**src/rtl/riscv_pkg.sv**
```systemverilog
// Shared RISC-V front-end definitions: word width, reset vector and the fetch entry payload.
package riscv_pkg;

    localparam int unsigned XLEN = 32;
    localparam logic [XLEN-1:0] RESET_PC_DEFAULT = 32'h0000_0000;
    localparam logic [XLEN-1:0] PC_INC = XLEN'(4);

    typedef struct packed {
        logic [XLEN-1:0] pc;
        logic [XLEN-1:0] instr;
    } fetch_entry_t;

endpackage

```
**src/rtl/fetch_fifo.sv**
```systemverilog
// Synchronous FIFO of fetch entries; flush overrides push and pop.
module fetch_fifo
    import riscv_pkg::*;
#(
    parameter int unsigned DEPTH = 4
) (
    input  logic                     clk,
    input  logic                     rst,
    input  logic                     push,
    input  fetch_entry_t             push_data,
    input  logic                     pop,
    input  logic                     flush,
    output fetch_entry_t             head,
    output logic [$clog2(DEPTH):0]   count,
    output logic                     empty,
    output logic                     full
);

    localparam int unsigned AW = $clog2(DEPTH);
    localparam int unsigned CW = AW + 1;

    fetch_entry_t   mem [DEPTH];
    logic [AW-1:0]  rd_ptr;
    logic [AW-1:0]  wr_ptr;
    logic [CW-1:0]  cnt;
    logic           do_pop;
    logic           do_push;

    assign empty   = (cnt == '0);
    assign full    = (cnt == CW'(DEPTH));
    assign count   = cnt;
    assign head    = mem[rd_ptr];
    // A pop frees a slot in the same cycle, so a full FIFO may push and pop together.
    assign do_pop  = pop && !empty;
    assign do_push = push && (!full || do_pop);

    always_ff @(posedge clk) begin
        if (rst || flush) begin
            rd_ptr <= '0;
            wr_ptr <= '0;
            cnt    <= '0;
        end else begin
            if (do_push) begin
                wr_ptr <= wr_ptr + AW'(1);
            end
            if (do_pop) begin
                rd_ptr <= rd_ptr + AW'(1);
            end
            cnt <= cnt + CW'(do_push) - CW'(do_pop);
        end
    end

    always_ff @(posedge clk) begin
        if (do_push && !flush && !rst) begin
            mem[wr_ptr] <= push_data;
        end
    end

endmodule

```
**src/rtl/fetch_stage.sv**
```systemverilog
// Instruction fetch: credit-limited in-order imem requests, response buffering and redirect flush.
module fetch_stage
    import riscv_pkg::*;
#(
    parameter int unsigned            DATA_WIDTH = XLEN,
    parameter logic [DATA_WIDTH-1:0]  RESET_PC   = RESET_PC_DEFAULT,
    parameter int unsigned            DEPTH      = 4
) (
    input  logic                  clk,
    input  logic                  rst,
    output logic                  imem_req_valid,
    input  logic                  imem_req_ready,
    output logic [DATA_WIDTH-1:0] imem_addr,
    input  logic                  imem_rsp_valid,
    input  logic [DATA_WIDTH-1:0] imem_rsp_data,
    input  logic                  redirect_valid,
    input  logic [DATA_WIDTH-1:0] redirect_pc,
    output logic                  if_valid,
    input  logic                  if_ready,
    output logic [DATA_WIDTH-1:0] if_instr,
    output logic [DATA_WIDTH-1:0] if_pc
);

    localparam int unsigned CW = $clog2(DEPTH) + 1;

    logic [DATA_WIDTH-1:0] req_pc;
    logic [DATA_WIDTH-1:0] rsp_pc;
    logic [CW-1:0]         inflight;
    logic [CW-1:0]         drop_cnt;
    logic [CW-1:0]         fifo_count;
    logic                  rst_q;
    logic                  fifo_empty;
    logic                  fifo_full;
    logic                  credit_ok;
    logic                  req_fire;
    logic                  rsp_keep;
    fetch_entry_t          push_entry;
    fetch_entry_t          head_entry;

    // Credit covers both words still in memory and words already buffered.
    assign credit_ok      = !fifo_full && (({1'b0, inflight} + {1'b0, fifo_count}) < (CW+1)'(DEPTH));
    assign imem_req_valid = !rst && !rst_q && !redirect_valid && credit_ok;
    assign imem_addr      = req_pc;
    assign req_fire       = imem_req_valid && imem_req_ready;
    assign rsp_keep       = imem_rsp_valid && !redirect_valid && (drop_cnt == '0);

    assign push_entry = '{pc: rsp_pc, instr: imem_rsp_data};
    assign if_valid   = !fifo_empty;
    assign if_pc      = head_entry.pc;
    assign if_instr   = head_entry.instr;

    always_ff @(posedge clk) begin
        if (rst) begin
            req_pc   <= RESET_PC;
            rsp_pc   <= RESET_PC;
            inflight <= '0;
            drop_cnt <= '0;
            rst_q    <= 1'b1;
        end else begin
            rst_q <= 1'b0;
            if (redirect_valid) begin
                // Everything still outstanding belongs to the old path and must be discarded.
                req_pc   <= redirect_pc;
                rsp_pc   <= redirect_pc;
                inflight <= inflight - CW'(imem_rsp_valid);
                drop_cnt <= inflight - CW'(imem_rsp_valid);
            end else begin
                if (req_fire) begin
                    req_pc <= req_pc + DATA_WIDTH'(PC_INC);
                end
                if (rsp_keep) begin
                    rsp_pc <= rsp_pc + DATA_WIDTH'(PC_INC);
                end
                inflight <= inflight + CW'(req_fire) - CW'(imem_rsp_valid);
                if (imem_rsp_valid && (drop_cnt != '0)) begin
                    drop_cnt <= drop_cnt - CW'(1);
                end
            end
        end
    end

    fetch_fifo #(
        .DEPTH (DEPTH)
    ) u_fifo (
        .clk       (clk),
        .rst       (rst),
        .push      (rsp_keep),
        .push_data (push_entry),
        .pop       (if_valid && if_ready),
        .flush     (redirect_valid),
        .head      (head_entry),
        .count     (fifo_count),
        .empty     (fifo_empty),
        .full      (fifo_full)
    );

endmodule
```
**config.mk**
```make
export PLATFORM = sky130hd
export DESIGN_NAME = fetch_stage
export DESIGN_NICKNAME = d
export VERILOG_FILES = /design/src/rtl/riscv_pkg.sv /design/src/rtl/fetch_fifo.sv /design/src/rtl/fetch_stage.sv
export SDC_FILE = /design/constraint.sdc
export NUM_CORES = 1
export LEC_CHECK = 0
export ABC_CLOCK_PERIOD_IN_PS = 4300
export BUFFER_PORTS_ARGS = -buffer_cell sky130_fd_sc_hd__buf_4
export CORE_ASPECT_RATIO = 0.8
export CORE_UTILIZATION = 40
export CTS_BUF_LIST = sky130_fd_sc_hd__clkbuf_4
export DETAILED_ROUTE_END_ITERATION = 12
export PLACE_DENSITY = 0.55
export SYNTH_ARGS = -nofsm -noshare
export SYNTH_HDL_FRONTEND = slang
export SYNTH_HIERARCHICAL = 1
export SYNTH_SLANG_ARGS = --single-unit
```
**constraint.sdc**
```tcl
create_clock -name clk -period 4.3 [get_ports clk]
set_clock_uncertainty 0.2 [all_clocks]
set_input_delay 0.86 -clock clk [delete_from_list [all_inputs] [get_ports clk]]
set_output_delay 0.86 -clock clk [all_outputs]
set_load 0.01 [all_outputs]
```
# Word-level counts from Yosys, hierarchy flattened
# Memory sizes are Yosys's and may differ from the RTL's. A register that Yosys moved wholly into a read port is not among the register bits.
# Index checks and enable logic that the tools add are counted.
dict set report classes {
  muxes 12
  n_lt_le_gt_ge 1
  addsub 11
  n_eq_ne 1
  n_reduce_logical 26
}
# operator count
set ops {}
lappend ops {{32-bit two-way mux} 4}
lappend ops {{32-bit by 3-bit adder with 32-bit output, second input constant} 2}
lappend ops {{1-bit logical AND} 13}
lappend ops {{3-bit two-way mux} 3}
lappend ops {{3-bit by 1-bit subtractor with 3-bit output} 3}
lappend ops {{3-bit by 1-bit adder with 3-bit output} 2}
lappend ops {{3-bit logical NOT} 2}
lappend ops {{2-bit nonzero test} 3}
lappend ops {{1-bit logical NOT} 5}
lappend ops {{2-bit by 1-bit adder with 2-bit output, second input constant} 2}
lappend ops {{3-bit by 3-bit adder with 4-bit output} 1}
lappend ops {{4-bit by 3-bit less-than comparator with 1-bit output, second input constant} 1}
lappend ops {{2-bit two-way mux} 2}
lappend ops {{3-bit == test, second input constant} 1}
lappend ops {{1-bit two-way mux} 3}
lappend ops {{3-bit nonzero test} 1}
lappend ops {{3-bit by 1-bit subtractor with 3-bit output, second input constant} 1}
lappend ops {{1-bit logical OR} 2}
dict set report word_totals {
  ramBits 256
  input_bits 70
  out_inout_bits 98
  register_bits 78
  memories 1
  wordCells 60
}
# memory depth width read_ports rd_ports_with_merged_regs write_ports line_no
set memory_table {}
lappend memory_table {u_fifo.mem 4 64 1 1 1 fetch_fifo.sv:22} ;# fetch_entry_t mem [DEPTH];

# Depth between registers and ports, before layout
dict set report depth {
  ltp_word 10
  depth_mapped 13
  depth_no_buf 12
}

# Modules after synthesis
# The synthesis kept the hierarchy.
# module cells_per_inst instances area_per_inst_um2 seq_area_each_um2
set modules_own_cells {}
lappend modules_own_cells {fetch_fifo 381 1 9785.6 7867.5}
lappend modules_own_cells {fetch_stage 493 1 4015.1 1421.4}

# Worst setup path before layout
# OpenSTA, ideal clock, no wires.
dict set report synth_path {
  kind {input to register}
  startpoint {input redirect_valid}
  endpoint {memory u_fifo/mem[0][0] (netlist bit) (enable)}
  required_ns 3.671
  path_slack_ns 0.354
  arrival_time_ns 3.317
  setup_time_ns 0.429
  cell_stages 6
  n_path_buf 2
  cell_sequence {buf_2 > inv_1 > clkbuf_1 > and2_1 > a21boi_2 > and3_1}
}
dict set report synth_via {
  elab_chain_cells 8
}
# item line_no
set synth_rtl {}
lappend synth_rtl {{start, declared} fetch_stage.sv:16} ;# input logic redirect_valid,
lappend synth_rtl {{1-bit logical NOT} fetch_stage.sv:45} ;# assign rsp_keep = imem_rsp_valid && !redirect_valid && (drop_cnt == '0);
lappend synth_rtl {{1-bit logical AND (2 in a row)} fetch_stage.sv:45}
lappend synth_rtl {{named net rsp_keep} fetch_stage.sv:36} ;# logic rsp_keep;
lappend synth_rtl {{1-bit logical AND} fetch_fifo.sv:35} ;# assign do_push = push && (!full || do_pop);
lappend synth_rtl {{1-bit logical AND (2 in a row)} fetch_fifo.sv:54} ;# if (do_push && !flush && !rst) begin
lappend synth_rtl {{1-bit two-way mux} fetch_fifo.sv:54}
lappend synth_rtl {{1-bit two-way mux (implied by the code)} fetch_fifo.sv:55} ;# mem[wr_ptr] <= push_data;
lappend synth_rtl {{end, declared} fetch_fifo.sv:22}
# The timed path passes the listed nets, and every way through them passes these cells.

==> flow_metrics.tcl <==
set metrics [dict create \
    design_area_um2 16600 \
    fp-row-count 60 \
    final_core_util 0.491 \
    layout.nets 1189 \
    ys_seq_area_frac 0.673 \
    synth-main-ff-cell "edfxtp_1" \
    drt-initial-drc-count 598 \
    critPathLaunchType "flop" \
    timing.final.crit_period_ns 3.68 \
    end_kind "output pin" \
    pre_cts_slack_ns 0.858 \
    critPathArrivalTime_ns 2.62 \
    numCtsBuffers 85 \
    cts_hold_buf 0 \
    grt_pass1_wl_mm 50.0 \
    fp.dieW_um 210 \
    grt_max_degree 74 \
    hold_path_class "in2reg" \
    yosys.area.top_type_share 0.557 \
    io_pins 168 \
    clk_pin_slew_worst_paths_ns 0.07 \
    dr.pass1.iters 5 \
    cts.sinks 336 \
    synth_area_leader_cell "edfxtp_1" \
    finalHoldViolCount 0 \
    cp_cell_sequence "buf_4, mux4_1, buf_4" \
    clockBufferDepth 3 \
    worst_slew_pin_slew_ns 0.912 \
    crit_buf_inv 2 \
    ys_ff_latch 336 \
    drive_above_1_share 0.336 \
    ir_worst_vdd_uv 172 \
    die_y_um 168 \
    slew_violations 0 \
    ys_async_sr_fraction 0 \
    antenna_left 0 \
    placed_area_um2 15500 \
    grt-ovfl-total 0 \
    ys_warn_count 6 \
    yosysMostFrequentCell "edfxtp_1" \
    p_leak_nw 5.72 \
    ctsResizeCount 0 \
    avgSynthCellArea_um2 15.8 \
    drc_errors 0 \
    initial_core_util 0.409 \
    setup_violations 0 \
    clockRootBuffer "clkbuf_4" \
    yosys.cell_types.count 64 \
    worst_slack_ns 0.616 \
    crit_type "reg2out" \
    synth-edff-count 256 \
    netlist_instances 874 \
    path_delay_family "flip-flops" \
    synth_common_cells "256 x edfxtp_1, 80 x dfxtp_1, 60 x mux4_2" \
    path_common_cell "buf_4" \
    synth_area_um2 13800 \
    syn_nets 961 \
    routed_wl_mm 32.4 \
    cp_slowest_cell "dfxtp_4" \
    antenna_found_initial 1 \
    wl_per_cell_um 20.2 \
    grt_pass1_vias 8557 \
    gp_congestion 0.790 \
    cpPeakStageDelay_ns 0.76 \
    cp.required_ns 3.24 \
    synthToLayoutAreaGrowth_pct 20.2 \
    dieArea_um2 35300 \
    core-area_um2 33800 \
    via_per_inst 5.30 \
    cp_max_fo 29 \
    fin_setup_tns_ns 0 \
    outcome "complete, no violations" \
    synth.area.top_cells "edfxtp_1 56%, dfxtp_1 12%, mux4_2 9.8%" \
    relSlewSlack 0.390 \
    p_per_area_nw_per_um2 400 \
    max_freq_mhz 271 \
    dp_hpwl_mm 20.6 \
    clk_latency_ns 0.71 \
    grt_usage 0.186 \
    port_buffers 167 \
    post-route-period-util 0.857 \
    h-tree-depth 3 \
    cts_tree "yes" \
    cts_setup_buffers 0 \
    holdWs_ns 0.143 \
    rsz0062_at_grt "no" \
    vias 8487 \
    maxCapViolCount 0 \
]
-- cell type report --
type | count | area (µm²)
Sequential cell | 336 | 9300
Inverter | 32 | 120
Timing Repair Buffer | 184 | 1440
Fill cell | 2924 | 17200
Antenna cell | 1 | 2.50
Clock buffer | 118 | 886
Clock inverter | 34 | 188
Tap cell | 434 | 543
Multi-Input combinational cell | 463 | 4110
-- cell usage in the layout (no fill, tap or decap), types with 25 or more instances in the layout --
cell type	instances
a21oi_1	30
buf_4	179
clkbuf_4	118
clkinv_1	25
dfxtp_1	78
edfxtp_1	256
inv_1	30
mux4_2	60
nand2_1	50
nor2_1	38
xnor2_1	34
-- report_power, final --
group / internal, mW / total [mW] / switching [mW] / leakage, nW
logic: 0.168 / 0.356 / 0.187 / 2.11
clock network: 1.35 / 2.64 / 1.29 / 0.627
registers: 3.55 / 3.64 / 0.0856 / 2.98
-- worst register-to-register path, stage by stage, from the launching register on --
cell	delay [ns]
dfxtp_1	0.50
ha_1	0.31
a31oi_1	0.24
and4_1	0.27
inv_2	0.11
ha_1	0.29
inv_1	0.04
ha_1	0.18
fa_1	0.38
xor2_1	0.15
o21ai_0	0.18
xnor2_1	0.14
nor2_1	0.05
-- registers in the layout (all words and copies together), names as in the netlist, named ones only --
register,cells
drop_cnt,3
u_fifo/mem,256
rst_q,1
u_fifo/wr_ptr,2
u_fifo/rd_ptr,2
rsp_pc,32
u_fifo/count,3
imem_addr,32
inflight,3
-- cells by family (layout without fill, tap and decap cells) --
kind of cell / Yosys count / count (layout) / share of synthesized area
multiplexers: 68 / 68 / 0.109
XOR/XNOR: 42 / 42 / 0.0267
flip-flops: 336 / 336 / 0.673
adder cells (fa/ha/maj): 17 / 17 / 0.0165
other: 0 / 1 / 0
buffers and inverters: 75 / 368 / 0.0304
AND/OR/NAND/NOR: 214 / 214 / 0.0860
AO/OA/AOI/OAI: 122 / 122 / 0.0588
-- through the flow --
stage               power (mW)  std cells
floorplan                 3.87        874
global placement          4.06       1449
detailed placement        4.07       1449
CTS                       6.74       1601
global route              6.94       1602
finish                    6.63       1602
-- final timing paths --
path | startpoint | to | slack, ns | cells past startpoint
worst max-delay path | flop | if_instr[1] | 0.62 | 3
worst min-delay path | imem_rsp_data[29] | u_fifo/mem[3][29] | 0.14 | 1
worst max register to register | u_fifo/count[1] | inflight[2] | 1.11 | 12
worst min register to register | imem_addr[1] | imem_addr[1] | 0.26 | 2
-- routing by layer --
metal | GRT usage | wire (µm)
met1 | 0.281 | 15900
met4 | 0.0638 | 592
met5 | 0 | 0
met3 | 0.0436 | 2040
met2 | 0.263 | 13800
No activity file was read; power rests on OpenSTA's default activity.
